[config.mk]
export PLATFORM = sky130hd
export DESIGN_NAME = stopwatch_seg_src
export DESIGN_NICKNAME = d
export VERILOG_FILES = /design/src/rtl/stopwatch_seg_src_pkg.sv /design/src/rtl/stopwatch_tick_gen.sv /design/src/rtl/stopwatch_seg_src.sv
export SDC_FILE = /design/constraint.sdc
export NUM_CORES = 1
export LEC_CHECK = 0
export CORE_MARGIN = 2
export CORE_UTILIZATION = 25
export CTS_CLUSTER_DIAMETER = 80
export DETAILED_ROUTE_END_ITERATION = 12
export GPL_TIMING_DRIVEN = 0
export RECOVER_POWER = 100
export SYNTH_ARGS = -nofsm -noshare
export SYNTH_HDL_FRONTEND = slang
export SYNTH_SLANG_ARGS = --single-unit
[constraint.sdc]
create_clock -name sys_clk -period 9.6 [get_ports sys_clk]
set_clock_uncertainty 0.15 [all_clocks]
set_input_delay 1.92 -clock sys_clk [delete_from_list [all_inputs] [get_ports sys_clk]]
set_output_delay 1.92 -clock sys_clk [all_outputs]
set_load 0.05 [all_outputs]
[src/rtl/stopwatch_seg_src_pkg.sv]
// Shared definitions for the MM.SS.CC stopwatch feeding the 6-digit 74HC595 display driver.
// Holds the FSM state encodings, the display decimal-point pattern and the packing helper.
package stopwatch_seg_src_pkg;

    typedef enum logic [1:0] {
        ST_IDLE  = 2'd0,
        ST_RUN   = 2'd1,
        ST_PAUSE = 2'd2,
        ST_LAP   = 2'd3
    } sw_state_e;

    // Dots after the MM and SS digit pairs; bit0 is the rightmost digit.
    localparam logic [5:0] POINT_MMSSCC = 6'b010100;
    localparam int         TICK_CNT_DEF = 500_000;

    function automatic logic [19:0] mmsscc_value(input logic [6:0] m,
                                                 input logic [5:0] s,
                                                 input logic [6:0] c);
        return 20'(m) * 20'd10000 + 20'(s) * 20'd100 + 20'(c);
    endfunction

endpackage

[src/rtl/stopwatch_tick_gen.sv]
// 10 ms prescaler: counts only while enabled, holds its fraction when disabled,
// and emits a one-cycle tick on the cycle it wraps.
module stopwatch_tick_gen #(
    parameter int TICK_CNT = 500_000
) (
    input  logic clk,
    input  logic rst_n,
    input  logic en,
    input  logic clr,
    output logic tick
);

    localparam int             CW   = (TICK_CNT > 1) ? $clog2(TICK_CNT) : 1;
    localparam logic [CW-1:0]  LAST = CW'(TICK_CNT - 1);

    logic [CW-1:0] cnt;

    assign tick = en && !clr && (cnt == LAST);

    always_ff @(posedge clk or negedge rst_n) begin
        if (!rst_n) begin
            cnt <= '0;
        end else if (clr) begin
            cnt <= '0;
        end else if (en) begin
            cnt <= (cnt == LAST) ? '0 : cnt + CW'(1);
        end
    end

endmodule

[src/rtl/stopwatch_seg_src.sv]
// Stopwatch top: run/pause/lap FSM, MM.SS.CC counters, lap freeze register and the
// registered data/point/seg_en/running outputs for the dynamic display driver.
module stopwatch_seg_src
    import stopwatch_seg_src_pkg::*;
#(
    parameter int TICK_CNT = TICK_CNT_DEF
) (
    input  logic        sys_clk,
    input  logic        sys_rst_n,
    input  logic        start_stop,
    input  logic        lap,
    input  logic        clear,
    output logic [19:0] data,
    output logic [5:0]  point,
    output logic        seg_en,
    output logic        sign,
    output logic        running
);

    sw_state_e   state, state_nxt;
    logic [6:0]  cc, mm;
    logic [5:0]  ss;
    logic [19:0] lap_reg, live;
    logic        counting, tick, lap_cap;

    assign counting = (state == ST_RUN) || (state == ST_LAP);
    assign live     = mmsscc_value(mm, ss, cc);
    assign sign     = 1'b0;

    stopwatch_tick_gen #(.TICK_CNT(TICK_CNT)) u_tick (
        .clk   (sys_clk),
        .rst_n (sys_rst_n),
        .en    (counting),
        .clr   (clear),
        .tick  (tick)
    );

    always_ff @(posedge sys_clk or negedge sys_rst_n) begin
        if (!sys_rst_n) state <= ST_IDLE;
        else            state <= state_nxt;
    end

    // clear beats start_stop, which beats lap.
    always_comb begin
        state_nxt = state;
        lap_cap   = 1'b0;
        if (clear) begin
            state_nxt = ST_IDLE;
        end else begin
            case (state)
                ST_IDLE:  if (start_stop) state_nxt = ST_RUN;
                ST_RUN: begin
                    if (start_stop) begin
                        state_nxt = ST_PAUSE;
                    end else if (lap) begin
                        state_nxt = ST_LAP;
                        lap_cap   = 1'b1;
                    end
                end
                ST_LAP: begin
                    if (start_stop)  state_nxt = ST_PAUSE;
                    else if (lap)    state_nxt = ST_RUN;
                end
                ST_PAUSE: if (start_stop) state_nxt = ST_RUN;
                default:  state_nxt = ST_IDLE;
            endcase
        end
    end

    always_ff @(posedge sys_clk or negedge sys_rst_n) begin
        if (!sys_rst_n) begin
            cc <= '0;
            ss <= '0;
            mm <= '0;
        end else if (clear) begin
            cc <= '0;
            ss <= '0;
            mm <= '0;
        end else if (tick) begin
            if (cc == 7'd99) begin
                cc <= '0;
                if (ss == 6'd59) begin
                    ss <= '0;
                    mm <= (mm == 7'd99) ? 7'd0 : mm + 7'd1;
                end else begin
                    ss <= ss + 6'd1;
                end
            end else begin
                cc <= cc + 7'd1;
            end
        end
    end

    always_ff @(posedge sys_clk or negedge sys_rst_n) begin
        if (!sys_rst_n)   lap_reg <= '0;
        else if (clear)   lap_reg <= '0;
        else if (lap_cap) lap_reg <= live;
    end

    // Display shows the frozen lap value only while in LAP; counting continues underneath.
    always_ff @(posedge sys_clk or negedge sys_rst_n) begin
        if (!sys_rst_n) begin
            data    <= '0;
            point   <= '0;
            seg_en  <= 1'b0;
            running <= 1'b0;
        end else begin
            data    <= (state == ST_LAP) ? lap_reg : live;
            point   <= POINT_MMSSCC;
            seg_en  <= 1'b1;
            running <= counting;
        end
    end

endmodule
Word level (Yosys, flattened, before mapping):

Index checks and enable logic that the tools add are counted.

* register bits: 84
* word-level logic and storage cells: 71

* add/subtract/negate cells: 6
* multiply operators: 2
* equal/unequal tests: 10
* muxes and demuxes: 29
* reduce and logical (&&, ||, !) cells: 14

Operators with widths (number)
* 20-bit two-way mux: 3
* 19-bit two-way mux: 3
* 7-bit two-way mux: 8
* 6-bit two-way mux: 4
* 20-bit by 13-bit adder with 20-bit output: 1
* 20-bit by 7-bit adder with 20-bit output: 1
* 19-bit by 1-bit adder with 19-bit output, second input constant: 1
* 19-bit equality test, second input constant: 1
* 7-bit by 10-bit multiplier with 16-bit output, second input constant: 1
* 7-bit by 1-bit adder with 7-bit output, second input constant: 2
* 7-bit equality test, second input constant: 2
* 2-bit two-way mux: 6
* 6-bit by 5-bit multiplier with 11-bit output, second input constant: 1
* 2-bit nonzero test: 5
* 4-bit inequality test, second input constant: 2
* 6-bit by 1-bit adder with 6-bit output, second input constant: 1
* 6-bit equality test, second input constant: 1
* 2-bit case mux with 3 select lines: 1
* 3-bit AND reduction: 2
* 2-bit equality test, second input constant: 2
* 1-bit two-way mux: 4
* 3-bit by 1-bit inequality test with 1-bit output, second input constant: 1
* 2-bit by 1-bit equality test with 1-bit output, second input constant: 1
* 1-bit logical AND: 2
* 5 further kinds: 5

Logic depth before layout (Yosys ltp):

Gate-level depths: netlist of run 1.

* depth in word-level cells: 6
* mapped depth: 20
* gate-level depth less buffers: 20

Modules after synthesis:

From an unflattened synthesis of run 1, not the netlist that was laid out.

* cells, all modules: 678
* area, all modules: 6237.2 um^2

Modules (own cells, without submodules)
* stopwatch_seg_src: instances 1, cells an instance 556, area each 5132.4 um^2, sequential area each 1601.5 um^2
* stopwatch_tick_gen: instances 1, cells an instance 122, area each 1104.8 um^2, sequential area each 475.5 um^2

Worst setup path before layout of run 1:

OpenSTA, ideal clock, no wires.

* kind: reg-to-reg
* from: register mm[4]
* to: register data[18]
* library setup time: 0.082 ns
* data arrival time: 4.414 ns
* data required time: 9.368 ns
* setup slack: 4.954 ns
* cell stages (with the launch flop): 18
* buffers on the path: 0
* clock period less this slack: 4.646 ns
* cells stage by stage: dfrtp_1 inv_1 ha_1 inv_1 ha_1 inv_1 fa_1 inv_1 fa_1 ha_1 o21ai_0 o21a_1 ha_1 nand2_1 o41ai_1 o211ai_1 or3_1 a31oi_1

* word-level cells in the longest chain between the ends: 4

Ends and longest elaborated chain
* start, declared: line stopwatch_seg_src.sv:21 `logic [6:0] cc, mm;`
* start signal, assigned: line stopwatch_seg_src.sv:84 `mm <= (mm == 7'd99) ? 7'd0 : mm + 7'd1;`
* 7-bit by 10-bit multiplier with 16-bit output: line stopwatch_seg_src_pkg.sv:19 `return 20'(m) * 20'd10000 + 20'(s) * 20'd100 + 20'(c);`
* 20-bit by 13-bit adder with 20-bit output: line stopwatch_seg_src_pkg.sv:19
* 20-bit by 7-bit adder with 20-bit output: line stopwatch_seg_src_pkg.sv:19
* 20-bit two-way mux: line stopwatch_seg_src.sv:108 `data <= (state == ST_LAP) ? lap_reg : live;`
* end signal, assigned: line stopwatch_seg_src.sv:108
* end, declared: line stopwatch_seg_src.sv:13 `output logic [19:0] data,`

Every way passes these cells.
A chain may end at the register's enable or synchronous reset.

==> results.json, run 1 <==
{
  "die_x_um": 161,
  "rsz0062_at_grt": "false",
  "syn_inst": 681,
  "endpoint_kind": "async pin",
  "grt_pass1_vias": 4599,
  "grt-ovfl-total": 0,
  "grt_max_degree": 70,
  "antenna_cells": 0,
  "final_hold_viol_count": 0,
  "cts_tree": "built",
  "start_kind": "input pin",
  "fin_crit_sh": 0.605,
  "rows": 57,
  "setup_tns_ps": 0,
  "totalPowerFinal_mw": 1.18,
  "layout-drive-gt1-share": 0.0466,
  "cts_hold_buf": 0,
  "post-route-min-period_ps": 5810,
  "vias": 4890,
  "drc": 0,
  "fin_nets": 825,
  "pin_count": 34,
  "power_density_mw_per_mm2": 166,
  "cap_violations": 1,
  "synth-seq-cells": 83,
  "synth_warnings": 0,
  "slew-limit-headroom": -1.51,
  "area_growth_pct": 15.2,
  "cpMaxStageDelayCell": "clkbuf_1",
  "cts.sinks": 83,
  "htree_num_levels": 3,
  "setup_viol": 0,
  "drtAntennaViolNets": 0,
  "globalplace.congestion": 0.782,
  "first_pass_iters": 4,
  "io_buffers": 27,
  "cp.required_ps": 9030,
  "violations": "max-capacitance violations, max-slew violations",
  "cp_slowest_stage_delay_ps": 2700,
  "coreArea_mm2": 0.0242,
  "cts_root_buffer": "clkbuf_16",
  "crit_buf_inv": 2,
  "synth_area_leader_cell": "dfrtp_1",
  "cts.repair.resized": 0,
  "grt_use_total": 0.108,
  "cts_made_buffers": 9,
  "clkTransAtPathRegs_ps": 60,
  "drt_first_iter_violations": 262,
  "cpMostUsedCell": "clkbuf_1",
  "stdcell_area_mm2": 0.00710,
  "dpl-instance-area_mm2": 0.00688,
  "ys_top_cells_by_area": "dfrtp_1 (34%), ha_1 (17%), nand2_1 (6.2%)",
  "status": "finished, violations left",
  "die_h_um": 161,
  "hold_path_class": "reg2reg",
  "wl_mm": 13.5,
  "syn_area_mm2": 0.00616,
  "viasPerCell": 4.64,
  "fmax_mhz": 172,
  "antenna_found_initial": 0,
  "crit_type": "in2async",
  "critPathArrivalTime_ps": 5240,
  "grt_pass1_wl_mm": 23.0,
  "crit_path_cell_trace": "clkbuf_1 -> clkbuf_1",
  "maxSlewViolCount": 70,
  "dieArea_mm2": 0.0259,
  "synth_most_common_cell": "nand2_1",
  "crit_fanout": 69,
  "ir_drop_uv": 106,
  "dp_hpwl_mm": 10.1,
  "synthFlopType": "dfrtp_1",
  "clockBufferDepth": 2,
  "synth_edf_count": 0,
  "async_flop_share": 1.00,
  "critPathTopFamily": "buffers and inverters",
  "tightestPinTransition_ps": 3770,
  "routedWlPerCell_um": 12.8,
  "yosysUniqueCellTypes": 61,
  "postCtsSetupBuffers": 0,
  "clk_latency_ps": 340,
  "rrSetupSlack_ps": 4280,
  "leakagePower_nw": 3.37,
  "synth_top_area_frac": 0.337,
  "synth_common_cells": "nand2_1 (101), dfrtp_1 (83), ha_1 (83)",
  "seq_area_frac_synth": 0.337,
  "initial_core_util": 0.254,
  "postSynthAreaPerCell_um2": 9.05
}
==> path summary, 6_finish.rpt <==
path                             from              to  cells after the start
setup / recovery            sys_rst_n      lap_reg[8]                      2
max in group sys_clk            mm[4]        data[18]                     17
hold reg to reg            lap_reg[6]         data[6]                      2
setup reg to reg                mm[4]        data[18]                     17
min in group asynchronous   sys_rst_n  u_tick.cnt[12]                      1
hold / removal             lap_reg[6]         data[6]                      2
==> cell families after synthesis <==
kind of cell               Yosys count  synth area share
adders and majority gates           96             0.211
DFF                                 83             0.337
xor gates and xnor gates            31            0.0441
buffers and inverters               73            0.0491
AOI/OAI and AO/OA                  166             0.179
other                                2           0.00122
and+or+nand+nor                    230             0.179
==> where the power goes <==
group / switching, mW / internal [mW] / total (mW)
combinational: 0.301 / 0.151 / 0.452
sequential: 0.0195 / 0.386 / 0.405
clock: 0.148 / 0.174 / 0.323
total: 0.468 / 0.712 / 1.18
==> metrics by stage <==
| step | hold WS [ps] | setup slack [ps] | util | instances |
|---|---|---|---|---|
| after floorplan | 289 | 4950 | - | 685 |
| after global placement | 303 | 3350 | 0.283 | 1036 |
| after detailed placement | 309 | 4390 | 0.284 | 1037 |
| after CTS | 323 | 4330 | 0.295 | 1053 |
| after global routing | 357 | 2870 | 0.293 | 1053 |
| final | 322 | 3790 | 0.293 | 1053 |
==> per-layer routing <==
metal,GRT usage,part of all wire,up-vias
met5,0,0,-
met4,0.0434,0.021,0
met3,0.0123,0.034,18
met2,0.169,0.45,96
met1,0.152,0.50,2293
li1,-,-,2483
==> tightest hold or removal path, delay by kind of cell, from the launching register on <==
kind	cells	cell delay (ps)
DFF	1	340
and+or+nand+nor	2	100
==> final cells by class <==
class | count | area (um^2)
multi-input cells | 529 | 3780
plain buffers | 27 | 129
clock buffers | 9 | 225
repair buffers | 28 | 268
well taps | 324 | 405
inverters | 46 | 173
flip-flops and latches | 83 | 2080
clock inverters | 7 | 43.8
fillers | 2575 | 17200
==> cell usage in the layout, fill, tap and decap left out, drive strengths merged, types with 25 or more instances in the layout <==
| cell | netlist | routed |
|---|---|---|
| o21ai | 50 | 50 |
| nand2 | 101 | 101 |
| dlygate4sd3 | 0 | 25 |
| nor2 | 40 | 40 |
| inv | 45 | 46 |
| a21oi | 44 | 44 |
| ha | 83 | 83 |
| dfrtp | 83 | 83 |
| clkbuf | 17 | 30 |
Note: power is estimated with default switching activity, not from simulation.
==> inputs of run 2 (changes only) <==
clock period = 5.19 ns   (was 9.6 ns; I/O delays follow)
==> results.json, run 2 (synthesis gave the netlist of run 1 again) <==
{
  "fmax_mhz": 204,
  "wl_mm": 13.6,
  "nFillCells": 2577,
  "mostFrequentLayoutCells": "nand2_1 (101), ha_1 (80), dfrtp_1 (76)",
  "die_x_um": 161,
  "grt_pass1_wl_mm": 23.0,
  "grt_use_total": 0.108,
  "drt_first_iter_violations": 255,
  "grt_pass1_vias": 4601,
  "post-route-min-period_ps": 4910,
  "setup_viol": 0,
  "layout_commonest_cell": "nand2_1",
  "ir_drop_uv": 195,
  "cts.sinks": 83,
  "fin_crit_sh": 0.946,
  "drc": 0,
  "leakagePower_nw": 3.41,
  "coreArea_mm2": 0.0242,
  "clkTransAtPathRegs_ps": 70,
  "final-seq-area_mm2": 0.00209,
  "initial_core_util": 0.254,
  "clk_latency_ps": 350,
  "layout-drive-gt1-share": 0.0789,
  "violations": "max-capacitance violations, max-slew violations",
  "cts_hold_buf": 0,
  "grt-ovfl-total": 0,
  "pre_cts_slack_ps": -20.5,
  "hold_ws_ps": 322,
  "vias": 4942,
  "maxSlewViolCount": 70,
  "fin_nets": 831,
  "status": "finished, violations left",
  "area_growth_pct": 17.0,
  "crit_fanout": 5,
  "pin_count": 34,
  "slew-limit-headroom": -0.157,
  "viasPerCell": 4.67,
  "htree_num_levels": 3,
  "antenna_cells": 0,
  "routedWlPerCell_um": 12.9,
  "grt_max_degree": 70,
  "globalplace.congestion": 0.782,
  "hold_path_class": "reg2reg",
  "critPathArrivalTime_ps": 4970,
  "rsz0062_at_grt": "false",
  "dp_hpwl_mm": 10.1,
  "antenna_found_initial": 0,
  "cts_root_buffer": "clkbuf_16",
  "start_kind": "register",
  "clockBufferDepth": 2,
  "cap_violations": 1,
  "power_density_mw_per_mm2": 306,
  "rows": 57,
  "setup_ws_ps": 280,
  "multi_input_area_mm2": 0.00384,
  "dieArea_mm2": 0.0259,
  "drtAntennaViolNets": 0,
  "die_h_um": 161,
  "final_hold_viol_count": 0,
  "io_buffers": 27,
  "first_pass_iters": 4,
  "cts_made_buffers": 9,
  "cp.required_ps": 5250,
  "tightestPinTransition_ps": 1740,
  "crit_type": "reg2reg",
  "cts_tree": "built",
  "endpoint_kind": "register"
}
-- run 2: power by group --
part | switching (mW) | internal (mW) | leakage, nW
Combinational | 0.575 | 0.291 | 2.17
Clock | 0.272 | 0.322 | 0.131
Sequential | 0.0358 | 0.715 | 1.11
Total | 0.882 | 1.33 | 3.41
-- run 2: final cells by class --
class,count,area share
well taps,324,0.0562
repair buffers,34,0.0435
flip-flops and latches,83,0.289
inverters,46,0.0239
plain buffers,27,0.0179
clock inverters,7,0.00607
clock buffers,9,0.0312
multi-input cells,529,0.532
-- run 2: stage by stage --
stage               setup TNS (ps)  utilization  instance area, um^2  cells  total power [mW]
finish                           0        0.297                 7210   1059              2.21
global route                     0        0.297                 7210   1059              2.36
CTS                              0        0.295                 7150   1053              2.22
detailed placement           -20.5        0.284                 6880   1037              1.62
global placement            -14020        0.283                 6850   1036              1.62
floorplan                        0            -                 6180    685              1.37
-- run 2: timing repair --
item	CTS	global route
resized for setup	2	21
buffers inserted	0	6
setup endpoints to repair	2	10
pin swaps	0	3
-- run 2: worst max-delay path, cell delays in order, from the launching register on --
cell	delay [ps]
dfrtp_2	420
inv_1	140
fa_1	520
inv_1	50
fa_1	470
ha_1	310
ha_1	380
xor2_1	190
ha_1	300
ha_1	360
a21o_1	200
a221oi_2	320
o41ai_4	140
o211ai_1	370
buf_4	190
a21boi_0	180
nor3_1	90
-- run 2: path summary, 6_finish.rpt --
kind	start	end	slack, ps	cells past startpoint
hold / removal	lap_reg[6]	data[6]	320	2
min in group asynchronous	sys_rst_n	u_tick.cnt[0]	600	1
setup reg to reg	mm[2]	data[16]	280	16
setup / recovery	mm[2]	data[16]	280	16
hold reg to reg	lap_reg[6]	data[6]	320	2
max in group asynchronous	sys_rst_n	ss[2]	2000	2
-- run 2: per-layer routing --
metal	GRT usage	wire length (um)	vias to the layer above
met5	0	0	-
met4	0.0434	294	0
met3	0.0123	491	20
met2	0.169	6130	95
met1	0.153	6700	2336
li1	-	-	2491
==> inputs of run 3 (changes only) <==
CORE_UTILIZATION = 42   (was 25)
GPL_ROUTABILITY_DRIVEN = 0   (was not set)
SKIP_CTS_REPAIR_TIMING = 1   (was not set)
==> results.json, run 3 (synthesis gave the netlist of run 1 again) <==
{
  "status": "finished, violations left",
  "violations": "max-capacitance violations, max-slew violations",
  "critPathArrivalTime_ps": 5060,
  "pre_cts_slack_ps": -136,
  "initial_core_util": 0.427,
  "mostFrequentLayoutCells": "nand2_1 (101), ha_1 (80), dfrtp_1 (77)",
  "final_hold_viol_count": 0,
  "rrSetupSlack_ps": 250,
  "fmax_mhz": 203,
  "dieArea_mm2": 0.0157,
  "layout_commonest_cell": "nand2_1",
  "viasPerCell": 5.49,
  "crit_type": "reg2reg",
  "area_growth_pct": 14.7,
  "cpMaxStageDelayCell": "dfrtp_2",
  "fin_nets": 833,
  "endpoint_kind": "register",
  "hold_path_depth": 2,
  "die_x_um": 125,
  "clockBufferDepth": 2,
  "hp-start": "lap_reg[2]",
  "regToRegEndpoint": "data[18]",
  "leakagePower_nw": 3.42,
  "grt-ovfl-total": 0,
  "grt_pass1_wl_mm": 23.1,
  "dp_hpwl_mm": 10.5,
  "crit_fanout": 6,
  "grt_max_degree": 73,
  "crit_path_cell_trace": "ha_1 -> ha_1 -> ha_1 -> inv_1 -> fa_1 -> nor2b_1 -> o21ai_1 -> a21oi_2 -> o21a_1 -> nor2_1 -> xnor2_1 -> ha_1 -> ha_4 -> nand2_1 -> o41ai_4 -> o211ai_1 -> or3_4 -> a31oi_1",
  "drt_first_iter_violations": 316,
  "cpMostUsedCell": "ha_1",
  "slew-limit-headroom": -0.175,
  "coreArea_mm2": 0.0144,
  "start_kind": "register",
  "vias": 5047,
  "cts_root_buffer": "clkbuf_16",
  "r2r_start": "ss[1]",
  "routedWlPerCell_um": 15.1,
  "cap_violations": 1,
  "hold_path_class": "reg2reg",
  "antenna_found_initial": 0,
  "r2r_cells": 18,
  "antenna_cells": 0,
  "holdPathEnd": "data[2]",
  "clkTransAtPathRegs_ps": 60,
  "cts_made_buffers": 9,
  "rsz0062_at_grt": "false",
  "die_h_um": 125,
  "power_density_mw_per_mm2": 315,
  "cts.sinks": 83,
  "post-route-util": 0.490,
  "fin_crit_sh": 0.951,
  "rows": 44,
  "io_buffers": 27,
  "post-route-min-period_ps": 4940,
  "clk_latency_ps": 360,
  "layout-drive-gt1-share": 0.0802,
  "cp_slowest_stage_delay_ps": 450,
  "maxSlewViolCount": 73,
  "drtAntennaViolNets": 0,
  "setup_ws_ps": 253,
  "grt_pass1_vias": 4752,
  "ir_drop_uv": 171,
  "pin_count": 34,
  "drc": 0,
  "cts_tree": "built",
  "wl_mm": 13.9,
  "cp.required_ps": 5310,
  "htree_num_levels": 3,
  "tightestPinTransition_ps": 1760,
  "first_pass_iters": 7,
  "grt_use_total": 0.181,
  "setup_viol": 0
}
## run 3: power breakdown
group / internal, mW / switching (mW) / leakage [nW] / total (mW)
registers: 0.714 / 0.0384 / 1.11 / 0.753
clock network: 0.337 / 0.270 / 0.125 / 0.607
logic: 0.292 / 0.575 / 2.18 / 0.867
total: 1.34 / 0.884 / 3.42 / 2.23
## run 3: worst max-delay path, delay by kind of cell, from the launching register on
kind,cells,cell delay [ps]
AOI/OAI and AO/OA,6,1200
DFF,1,450
xor gates and xnor gates,1,260
buffers and inverters,1,60
and+or+nand+nor,4,750
adders and majority gates,6,1990
## run 3: how the worst max path moves through the flow
stage | start | end | slack (ps)
after global placement | sys_rst_n | u_tick.cnt[10] | -110
after CTS | mm[4] | data[18] | -170
final | ss[1] | data[18] | 250
after global routing | mm[2] | data[18] | 4
after detailed placement | mm[4] | data[18] | -140
after floorplan | mm[4] | data[18] | 540
## run 3: per-stage QoR
| step | instances | TNS, ps | total power [mW] | cell area (um^2) | hold WS (ps) |
|---|---|---|---|---|---|
| 2_1_floorplan | 685 | 0 | 1.37 | 6180 | 289 |
| 3_3_place_gp | 896 | -8520 | 1.61 | 6680 | 303 |
| 3_5_place_dp | 897 | -244 | 1.62 | 6700 | 310 |
| 4_1_cts | 912 | -349 | 2.24 | 6970 | 323 |
| 5_1_grt | 920 | 0 | 2.35 | 7070 | 334 |
| 6_report | 920 | 0 | 2.23 | 7070 | 322 |
## run 3: metal layers
layer	global-route usage	vias to the layer above	share of wire
met5	0	-	0
met4	0.0686	0	0.018
met3	0.0282	22	0.030
met2	0.297	104	0.47
met1	0.244	2429	0.48
li1	-	2492	-
## run 3: area by class of cell
cell class / count / area, um^2
Fill cell: 1358 / 7350
Multi-Input combinational cell: 529 / 3850
Sequential cell: 83 / 2080
Timing Repair Buffer: 36 / 329
Clock buffer: 12 / 246
Tap cell: 184 / 230
Inverter: 46 / 176
Buffer: 27 / 129
Clock inverter: 3 / 23.8
